==> config.mk <==
export PLATFORM = sky130hd
export DESIGN_NAME = f_fetch_ctrl
export DESIGN_NICKNAME = d
export VERILOG_FILES = /design/src/rtl/f_fetch_ctrl.sv
export SDC_FILE = /design/constraint.sdc
export NUM_CORES = 1
export LEC_CHECK = 0
export CAP_MARGIN = 20
export CORE_AREA = 2 2 131 133
export DETAILED_ROUTE_END_ITERATION = 7
export DIE_AREA = 0 0 133 135
export SLEW_MARGIN = 20
export SYNTH_ARGS = -nofsm -noshare
export SYNTH_HDL_FRONTEND = slang
export SYNTH_SLANG_ARGS = --single-unit
==> constraint.sdc <==
create_clock -name clk -period 2.7 [get_ports clk]
set_clock_uncertainty 0.05 [all_clocks]
set_input_delay 0.27 -clock clk [delete_from_list [all_inputs] [get_ports clk]]
set_output_delay 0.27 -clock clk [all_outputs]
set_load 0.02 [all_outputs]
==> src/rtl/f_fetch_ctrl.sv <==
// Fetch-stage controller: owns the PC, drives instruction memory, fills the F/D register.
// Handles stalls, delay-slot redirects, and a sticky halt on an out-of-window or misaligned PC.
module f_fetch_ctrl #(
  parameter logic [31:0] PC_RESET = 32'h0000_3000,
  parameter int unsigned IM_WORDS = 1024
) (
  input  logic        clk,
  input  logic        reset,
  input  logic        stall,
  input  logic        redirect_en,
  input  logic [31:0] redirect_pc,
  output logic [31:0] im_addr,
  input  logic [31:0] im_data,
  output logic [31:0] D_instr,
  output logic [31:0] D_pc,
  output logic        D_valid,
  output logic        fetch_fault,
  output logic [31:0] fetch_count
);

  // 33-bit bounds so a window ending at the top of the address space cannot wrap
  localparam logic [32:0] WinLo = {1'b0, PC_RESET};
  localparam logic [32:0] WinHi = {1'b0, PC_RESET} + 33'(IM_WORDS) * 33'd4 - 33'd4;

  typedef enum logic [0:0] {StRun, StFault} state_e;

  state_e      state_q, state_d;
  logic [31:0] pc_q, pc_d;
  logic [31:0] d_instr_q, d_instr_d;
  logic [31:0] d_pc_q, d_pc_d;
  logic        d_valid_q, d_valid_d;
  logic [31:0] count_q, count_d;
  logic        pc_bad;

  assign pc_bad = (pc_q[1:0] != 2'b00) || ({1'b0, pc_q} < WinLo) || ({1'b0, pc_q} > WinHi);

  always_ff @(posedge clk) begin
    if (reset) begin
      state_q   <= StRun;
      pc_q      <= PC_RESET;
      d_instr_q <= 32'h0;
      d_pc_q    <= 32'h0;
      d_valid_q <= 1'b0;
      count_q   <= 32'h0;
    end else begin
      state_q   <= state_d;
      pc_q      <= pc_d;
      d_instr_q <= d_instr_d;
      d_pc_q    <= d_pc_d;
      d_valid_q <= d_valid_d;
      count_q   <= count_d;
    end
  end

  always_comb begin
    state_d   = state_q;
    pc_d      = pc_q;
    d_instr_d = d_instr_q;
    d_pc_d    = d_pc_q;
    d_valid_d = d_valid_q;
    count_d   = count_q;

    unique case (state_q)
      StRun: begin
        // A stalled cycle drops redirect_en; the branch held in D reasserts it.
        if (!stall) begin
          if (pc_bad) begin
            state_d   = StFault;
            d_instr_d = 32'h0;
            d_pc_d    = pc_q;
            d_valid_d = 1'b0;
          end else begin
            d_instr_d = im_data;
            d_pc_d    = pc_q;
            d_valid_d = 1'b1;
            count_d   = (count_q == 32'hFFFF_FFFF) ? count_q : count_q + 32'd1;
            pc_d      = redirect_en ? redirect_pc : pc_q + 32'd4;
          end
        end
      end
      StFault: begin
        d_instr_d = 32'h0;
        d_valid_d = 1'b0;
      end
      default: state_d = StFault;
    endcase
  end

  assign im_addr     = pc_q;
  assign D_instr     = d_instr_q;
  assign D_pc        = d_pc_q;
  assign D_valid     = d_valid_q;
  assign fetch_fault = (state_q == StFault);
  assign fetch_count = count_q;

endmodule

# Yosys cells after proc, flatten, opt, wreduce, memory -nomap -nowiden
# Cells that the tools add are included.
# word_totals
ff_bits,130
output_inout_bits,130
wordCells,32
# classes
addsub,2
magnitude_cmp,2
n_eq_ne,2
mux,10
n_bitwise,4
n_reduce_logical,6
# op_table
op,count
32-bit two-way mux,3
32-bit case mux with 2 select lines,1
"32-bit by 1-bit adder with 32-bit output, second input constant",1
"32-bit by 3-bit adder with 32-bit output, second input constant",1
"32-bit == test, second input constant",1
"32-bit by 14-bit greater-than comparator with 1-bit output, second input constant",1
"32-bit by 14-bit less-than comparator with 1-bit output, second input constant",1
1-bit two-way mux,5
1-bit inverter,4
4-bit AND reduction,1
3-bit AND reduction,1
1-bit logical OR,2
"2-bit inequality test, second input constant",1
1-bit case mux with 2 select lines,1
2-bit AND reduction,1
2-bit nonzero test,1

# Logic depth before layout (Yosys ltp)
# Gate-level depths: netlist of run 1.
# depth
depth_word,6
ltp_mapped,8
mapped_depth_nobuf,6

# Worst setup path after synthesis of run 1
# OpenSTA, ideal clock, no wires.
# synth_timing
path_type,register to register
start,reg count_q[0] (netlist: fetch_count[0])
end,reg count_q[14] (netlist: fetch_count[14])
setup_ps,70
arrival_time_ps,2056
t_required_ps,2580
slack_ps,524
stages_incl_launch_ff,8
path_cell_list,dfxtp_1 > ha_1 > inv_1 > nor4_2 > nand4_1 > clkbuf_1 > or3_1 > a21oi_1
# synth_between
elab_chain_len,3
word_cells_on_any_way,4
cone_classes,add/sub: 1; eq/ne: 1; bitwise: 1; reduce/logical: 1
# synth_rtl
item,line,source
from (decl),32,"logic [31:0] count_q, count_d;"
from (signal assigned),51,count_q <= count_d;
branches (longest 3 deep; another with 32-bit by 1-bit adder with 32-bit output),--,
# Several ways; the timed one is not identified.
# A chain may end at the register's enable or synchronous reset.

# Worst setup path in the final report of run 1
# layout_timing
start,reg pc_q[28] (netlist: im_addr[28])
end,reg pc_q[2] (netlist: im_addr[2])
# layout_between
elab_chain_len,5
word_cells_on_any_way,6
cone_classes,order compare: 2; bitwise: 1; reduce/logical: 3
# layout_rtl
item,line,source
from (decl),28,"logic [31:0] pc_q, pc_d;"
from (signal assigned),47,pc_q <= pc_d;
32-bit by 14-bit less-than comparator with 1-bit output,35,"assign pc_bad = (pc_q[1:0] != 2'b00) || ({1'b0, pc_q} < WinLo) || ({1'b0, pc_q} > WinHi);"
1-bit logical OR,35,
1-bit logical OR (*),35,
1-bit inverter (no source line) (*),--,
3-bit AND reduction (no source line) (*),--,
# Mark *: on every way between the ends. The rest lies on a longest branch, timed or not.

==> summary.md, run 1 <==
| Metric | Value |
|---|---|
| Filler cells | `between 1500 and 2000` |
| Syn Area/Cell | `roughly 8.3 um2` |
| Die area | `0.0180 mm2` |
| Synth-to-layout area growth | `49.5%` |
| Max capacitance violation total | `0` |
| Drt first pass iters | `5` |
| Seq/Total Area, Yosys | `between 40% and 50%` |
| Register bit total from synthesis | `130` |
| Share of cells above drive strength 1 | `just over 8%` |
| Worst-Margin Slew | `around 0.7 ns` |
| Total grt overflow | `0` |
| Detailed Place HPWL | `13800 um` |
| Final Net Count | `946` |
| Routability cong. | `a little over 0.8` |
| ANT nets after route | `0` |
| Total track usage | `between 20% and 30%` |
| Syn_nets | `between 700 and 800` |
| Vias in the first global route | `between 5000 and 6000` |
| Pins Over Slew Limit | `0` |
| Routed length per placed instance | `17.4 um` |
| Vias after detailed routing | `about 6000` |
| # rows | `47` |
| Crit path DAT | `roughly 2.9 ns` |
| Main flop type after synthesis | `dfxtp_1` |
| CTS Hold Bufs | `0` |
| DIE HEIGHT | `~140 um` |
| Sum Neg Setup Slack | `0 ns` |
| DRT iter0 DRCs | `about 360` |
| Unrepaired setup endpoints after global routing | `no` |
| Worst skew pair latency | `approximately 0.42 ns` |
| Crit path max fanout | `22` |
| Pwr Density | `a little over 900 mW/mm2` |
| Kind of critical path | `reg -> reg` |
| Yosys warning total | `0` |
| Drt via density | `between 5 and 6` |
| Leak pwr | `2.82 nW` |
| Slowest-stage cell, CP | `nor4_2` |
| Initial Utilization | `a little over a third` |
| FMAX | `~390 MHz` |
| Total chip power | `around 7.8 mW` |
| Worst-path cell chain | `nor4_2 -> and4_1 -> nand3_2 -> buf_4 -> or3_1 -> a31oi_1` |
| Post-Syn Area | `0.00570 mm2` |
| # DRC | `0` |
| I/O pin count | `a little under 200` |
| Cts repair resizes | `0` |
| Peak supply drop | `~0.53 mV` |
| Core area | `0.0164 mm2` |
| Final Hold Viols | `0` |
| Outcome | `finished, final reports clean` |
| TritonCTS clock tree | `done` |
| Total CTS buffers | `17` |
| IO buf count | `just under 200` |
| Worst Setup End Kind | `flop` |
| Clock root buffer | `clkbuf_16` |
| Clock sinks | `130` |
| Tmin final | `2.58 ns` |
| Clock Pin Slew Worst Setup and Hold Paths | `0.06 ns` |
| Die extent in x | `~130 um` |
| Count of cell types in the netlist | `61` |
| First-pass GRT wire length | `between 30000 and 40000 um` |
| Worst Hold Class | `in -> reg` |
| Worst EP required | `approximately 3 ns` |
| Maximum number of pins on one net before global-route repair | `about 60` |
| Synth async-reset ratio | `0%` |
| Setup crit start kind | `flop` |
| Slew HR | `53.3%` |
| Final setup fails | `0` |
| Post-CTS setup buffer count | `0` |
| Initial antenna violation count | `0` |
| Clock Path Buffers | `2` |
| Antenna cell count | `0` |
| Worst path buffer plus inverter count | `1` |
| Delay-heaviest family, CP | `simple AND/OR/NAND/NOR gates` |
| Final cycle utilization of the critical path | `between 90% and 100%` |
| Mapped Cells | `690` |
| DRT Wirelength | `19300 um` |
| Post-synth EDFFs | `0` |
| Max incr delay on CP | `around 0.45 ns` |
| Htree depth | `4` |
-- worst min-delay path, stage by stage --
cell     delay, ns
buf_2         0.20
nand2_1       0.09
o41ai_1       0.06
nand2_1       0.06
a21oi_1       0.06
-- Yosys cell counts (2+ instances only) --
master	n	area, um2
nor3_2	2	20.0
a31oi_1	14	87.6
clkbuf_1	38	143
or3_1	9	56.3
and4_1	6	52.6
dfxtp_1	130	2600
nand3_1	18	90.1
nor4_1	11	68.8
a22oi_1	36	270
o211ai_1	3	22.5
o21ai_1	6	30.0
o21ai_0	13	65.1
o41ai_1	4	35.0
a21oi_1	75	375
or4b_1	2	20.0
buf_6	2	22.5
nor4b_1	2	17.5
a32o_1	2	20.0
nand4_4	2	42.5
or2_1	2	12.5
nand4_1	18	113
inv_1	9	33.8
mux2_1	2	22.5
nand2_1	103	387
a211oi_1	2	15.0
or4_1	19	143
nor4_2	3	37.5
nor2_1	73	274
nor2b_1	4	25.0
nand3b_1	2	15.0
buf_2	11	55.1
ha_1	2	25.0
and3_1	6	37.5
o31ai_1	20	150
and2_1	2	12.5
o22ai_1	5	31.3
nor3_1	8	40.0
-- cell type report --
cell class,instances,area (um2),share of cell area [%]
repair buffers,221,2160,25.3
well taps,220,275,3.23
multi-input cells,497,2820,33.1
flip-flops and latches,130,2600,30.5
clock buffers,23,478,5.61
inverters,9,33.8,0.396
clock inverters,9,153,1.79
-- cell usage in the layout, fill, tap and decap left out, drive strengths merged, types with 2 or more instances in the layout --
cell type / n
clkdlybuf4s50: 195
dfxtp: 130
nand2: 103
a21oi: 75
nor2: 74
a22oi: 36
buf: 26
clkbuf: 23
o31ai: 20
or4: 20
nand4: 20
o21ai: 20
nand3: 19
nor4: 15
a31oi: 14
nor3: 10
inv: 9
or3: 9
and4: 7
and3: 6
o22ai: 5
o41ai: 4
bufinv: 4
nor2b: 4
o211ai: 3
clkinvlp: 3
or2: 3
mux2: 3
and2: 2
or4b: 2
nand3b: 2
a211oi: 2
nor4b: 2
a32o: 2
ha: 2
clkinv: 2
-- kinds of logic (layout without fill, tap and decap cells) --
| kind of cell | count (synthesis) | count (layout) | synth area share [%] |
|---|---|---|---|
| multiplexers | 4 | 4 | 0.768 |
| AND/OR/NAND/NOR | 301 | 301 | 27.3 |
| AO/OA/AOI/OAI | 190 | 190 | 20.8 |
| buffers and inverters | 63 | 262 | 5.00 |
| flip-flops | 130 | 130 | 45.7 |
| adder cells (fa/ha/maj) | 2 | 2 | 0.439 |
-- metrics by stage --
step	worst slack [ns]	std cells	util [%]	instance area [um2]	hold slack, ns
2_1_floorplan	0.524	690	-	5700	0.383
3_3_place_gp	0.281	1077	48.1	7890	0.393
3_5_place_dp	0.188	1077	48.1	7890	0.402
4_1_cts	0.143	1109	51.9	8520	0.295
5_1_grt	0.0130	1109	51.9	8520	0.352
6_report	0.123	1109	51.9	8520	0.315
-- sequential cells by signal, indices dropped and copies added (netlist names) --
signal,flops
im_addr,32
fetch_count,32
D_instr,32
D_pc,32
D_valid,1
fetch_fault,1
-- layer usage --
metal / wire length (um) / track usage (%) / share of wire [%] / up-vias
met5: 0 / 0 / 0 / -
met4: 429 / 8.48 / 2.2 / 0
met3: 1580 / 7.73 / 8.2 / 28
met2: 9050 / 35.8 / 47 / 224
met1: 8200 / 26.0 / 43 / 2804
li1: - / - / - / 2902
-- final timing paths --
kind | start | endpoint | slack (ns) | depth (start not counted)
worst min register to register | D_pc[4] | D_pc[4] | 0.41 | 2
worst max register to register | im_addr[28] | im_addr[2] | 0.12 | 6
worst min-delay path | redirect_en | im_addr[9] | 0.32 | 5
worst max-delay path | im_addr[28] | im_addr[2] | 0.12 | 6
-- report_power, final --
group          leakage (nW)  internal, mW  switching, mW  total [mW]
Sequential             1.05          2.23          0.287        2.52
Combinational          1.47          1.18           1.64        2.82
Clock                 0.299          1.62          0.841        2.46
Total                  2.82          5.03           2.76        7.80
Note: power is estimated with default switching activity, not from simulation.
==> run 2: changes to the inputs <==
--- a/config.mk
+++ b/config.mk
@@ -9,6 +9,7 @@
 export CORE_AREA = 2 2 131 133
 export DETAILED_ROUTE_END_ITERATION = 7
 export DIE_AREA = 0 0 133 135
+export SETUP_SLACK_MARGIN = 0.4
 export SLEW_MARGIN = 20
 export SYNTH_ARGS = -nofsm -noshare
 export SYNTH_HDL_FRONTEND = slang
==> summary.md, run 2 (synthesis gave the netlist of run 1 again) <==
| Metric | Value |
|---|---|
| Setup crit start kind | `flop` |
| Delay-heaviest family, CP | `simple AND/OR/NAND/NOR gates` |
| DIE HEIGHT | `135 um (unchanged)` |
| I/O pin count | `198 (unchanged)` |
| Filler cells | `1516 (-0.79%)` |
| Pins Over Slew Limit | `0 (unchanged)` |
| Final cycle utilization of the critical path | `82.9% (-13 points)` |
| Detailed Place HPWL | `13800 um (unchanged)` |
| Slowest-stage cell, CP | `nor4_1` |
| TritonCTS clock tree | `done` |
| Worst path buffer plus inverter count | `1 (unchanged)` |
| Clock Pin Slew Worst Setup and Hold Paths | `0.06 ns (about the same)` |
| Synth-to-layout area growth | `51.8%` |
| Slack of the critical path | `0.462 ns (+0.339 ns)` |
| # rows | `47 (unchanged)` |
| Maximum number of pins on one net before global-route repair | `61 (unchanged)` |
| First-pass GRT wire length | `31200 um (+0.40%)` |
| Peak supply drop | `0.537 mV (+0.69%)` |
| Worst Setup End Kind | `flop` |
| Max incr delay on CP | `0.40 ns (-0.05 ns)` |
| DP Area | `0.00789 mm2 (unchanged)` |
| Initial Utilization | `34.7% (unchanged)` |
| Vias in the first global route | `5955 (+0.35%)` |
| CTS Hold Bufs | `0 (unchanged)` |
| Final instance area | `0.00865 mm2 (+1.5%)` |
| Routed length per placed instance | `17.3 um (-0.33%)` |
| Routability cong. | `0.828 (unchanged)` |
| Place WS | `0.188 ns (unchanged)` |
| Final Hold Viols | `0 (unchanged)` |
| Inst Count DP | `1077 (unchanged)` |
| Crit path DAT | `2.53 ns (-0.34 ns)` |
| Core area | `0.0164 mm2 (unchanged)` |
| Die extent in x | `133 um (unchanged)` |
| Final setup fails | `0 (unchanged)` |
| Clock sinks | `130 (unchanged)` |
| Kind of critical path | `reg -> reg` |
| Clock root buffer | `clkbuf_16` |
| Slew HR | `54.5% (+1.2 points)` |
| Unrepaired setup endpoints after global routing | `yes` |
| Crit path max fanout | `22 (unchanged)` |
| Total track usage | `21.8% (+0.080 points)` |
| Worst skew pair latency | `0.42 ns (about the same)` |
| Worst-Margin Slew | `0.682 ns (-0.0186 ns)` |
| DRT iter0 DRCs | `385 (+7.8%)` |
| Commonest non-fill, non-tap cell in the layout | `clkdlybuf4s50_1` |
| Htree depth | `4 (unchanged)` |
| Sum Neg Setup Slack | `0 ns (unchanged)` |
| Most frequent cells in the layout | `195 x clkdlybuf4s50_1, 126 x dfxtp_1, 103 x nand2_1, 75 x a21oi_1, 72 x nor2_1` |
| DRT Wirelength | `19300 um (+0.38%)` |
| Leak pwr | `2.89 nW (+2.3%)` |
| Drt via density | `5.38 (+0.13%)` |
| Total CTS buffers | `17 (unchanged)` |
| Worst-path cell chain | `nor4_1 -> and4_4 -> nand3_4 -> buf_4 -> or3_1 -> a31oi_1` |
| Worst EP required | `2.99 ns (about the same)` |
| Outcome | `finished, final reports clean` |
| Final Instance Count excl. Fillers | `1117 (+0.72%)` |
| Max capacitance violation total | `0 (unchanged)` |
| Die area | `0.0180 mm2 (unchanged)` |
| Drt first pass iters | `5 (unchanged)` |
| # DRC | `0 (unchanged)` |
| Clock Path Buffers | `2 (unchanged)` |
| Initial antenna violation count | `0 (unchanged)` |
| Pwr Density | `911 mW/mm2 (-0.35%)` |
| Share of cells above drive strength 1 | `10.3% (+2.0 points)` |
| FMAX | `447 MHz (+15%)` |
| Total grt overflow | `0 (unchanged)` |
| ANT nets after route | `0 (unchanged)` |
| Tmin final | `2.24 ns (-0.339 ns)` |
| IO buf count | `197 (unchanged)` |
| Worst Hold Class | `in -> reg` |
| Final Net Count | `954 (+0.85%)` |
| Vias after detailed routing | `6009 (+0.86%)` |
| Antenna cell count | `0 (unchanged)` |
-- run 2: cell count changes in the layout (fill, tap and decap cells not counted), moves of 2 or more --
cell / before / now
buf_4: 24 / 32
dfxtp_1: 130 / 126
dfxtp_2: 0 / 4
nor4_1: 11 / 8
nor4_4: 1 / 3
-- run 2: path summary, 6_finish.rpt --
path	slack [ns]	startpoint	cells past startpoint	end
max reg2reg	0.46	im_addr[23]	6	im_addr[2]
max	0.46	im_addr[23]	6	im_addr[2]
min reg2reg	0.41	D_pc[4]	2	D_pc[4]
min	0.31	redirect_en	5	im_addr[9]
-- run 2: per-layer routing --
| metal | part of all wire (%) | GRT usage, % | up-vias |
|---|---|---|---|
| met1 | 41 | 25.8 | 2821 |
| met2 | 47 | 35.9 | 239 |
| met5 | 0 | 0 | - |
| met3 | 9.0 | 8.15 | 32 |
| li1 | - | - | 2917 |
| met4 | 2.2 | 8.54 | 0 |
-- run 2: timing repair --
action	4_1_cts	5_1_grt
endpoints found under the setup margin	30	51
pin swaps	1	4
resized for setup	4	13
setup buffers	4	4
-- run 2: per-stage QoR --
step / total power [mW] / hold slack, ns / util (%)
finish: 7.89 / 0.308 / 52.7
global route: 8.32 / 0.352 / 52.7
CTS: 7.89 / 0.295 / 52.2
detailed placement: 5.38 / 0.402 / 48.1
global placement: 5.33 / 0.393 / 48.1
floorplan: 4.20 / 0.383 / -
-- run 2: final cells by class --
cell class                      instances  area (um2)  area share [%]
Multi-Input combinational cell        497        2890            33.4
Clock inverter                          9         153            1.76
Sequential cell                       130        2610            30.1
Clock buffer                           23         478            5.52
Timing Repair Buffer                  229        2220            25.6
Tap cell                              220         275            3.18
Inverter                                9        33.8           0.390
-- run 2: tightest hold or removal path, delay by kind of cell --
kind	cells	cell delay [ns]
AND/OR/NAND/NOR	2	0.15
AO/OA/AOI/OAI	2	0.11
buffers and inverters	1	0.20
-- run 2: power by group --
group | total, mW | internal, mW | switching [mW] | leakage (nW)
Clock | 2.46 | 1.62 | 0.848 | 0.299
Combinational | 2.90 | 1.24 | 1.65 | 1.53
Sequential | 2.53 | 2.23 | 0.294 | 1.05
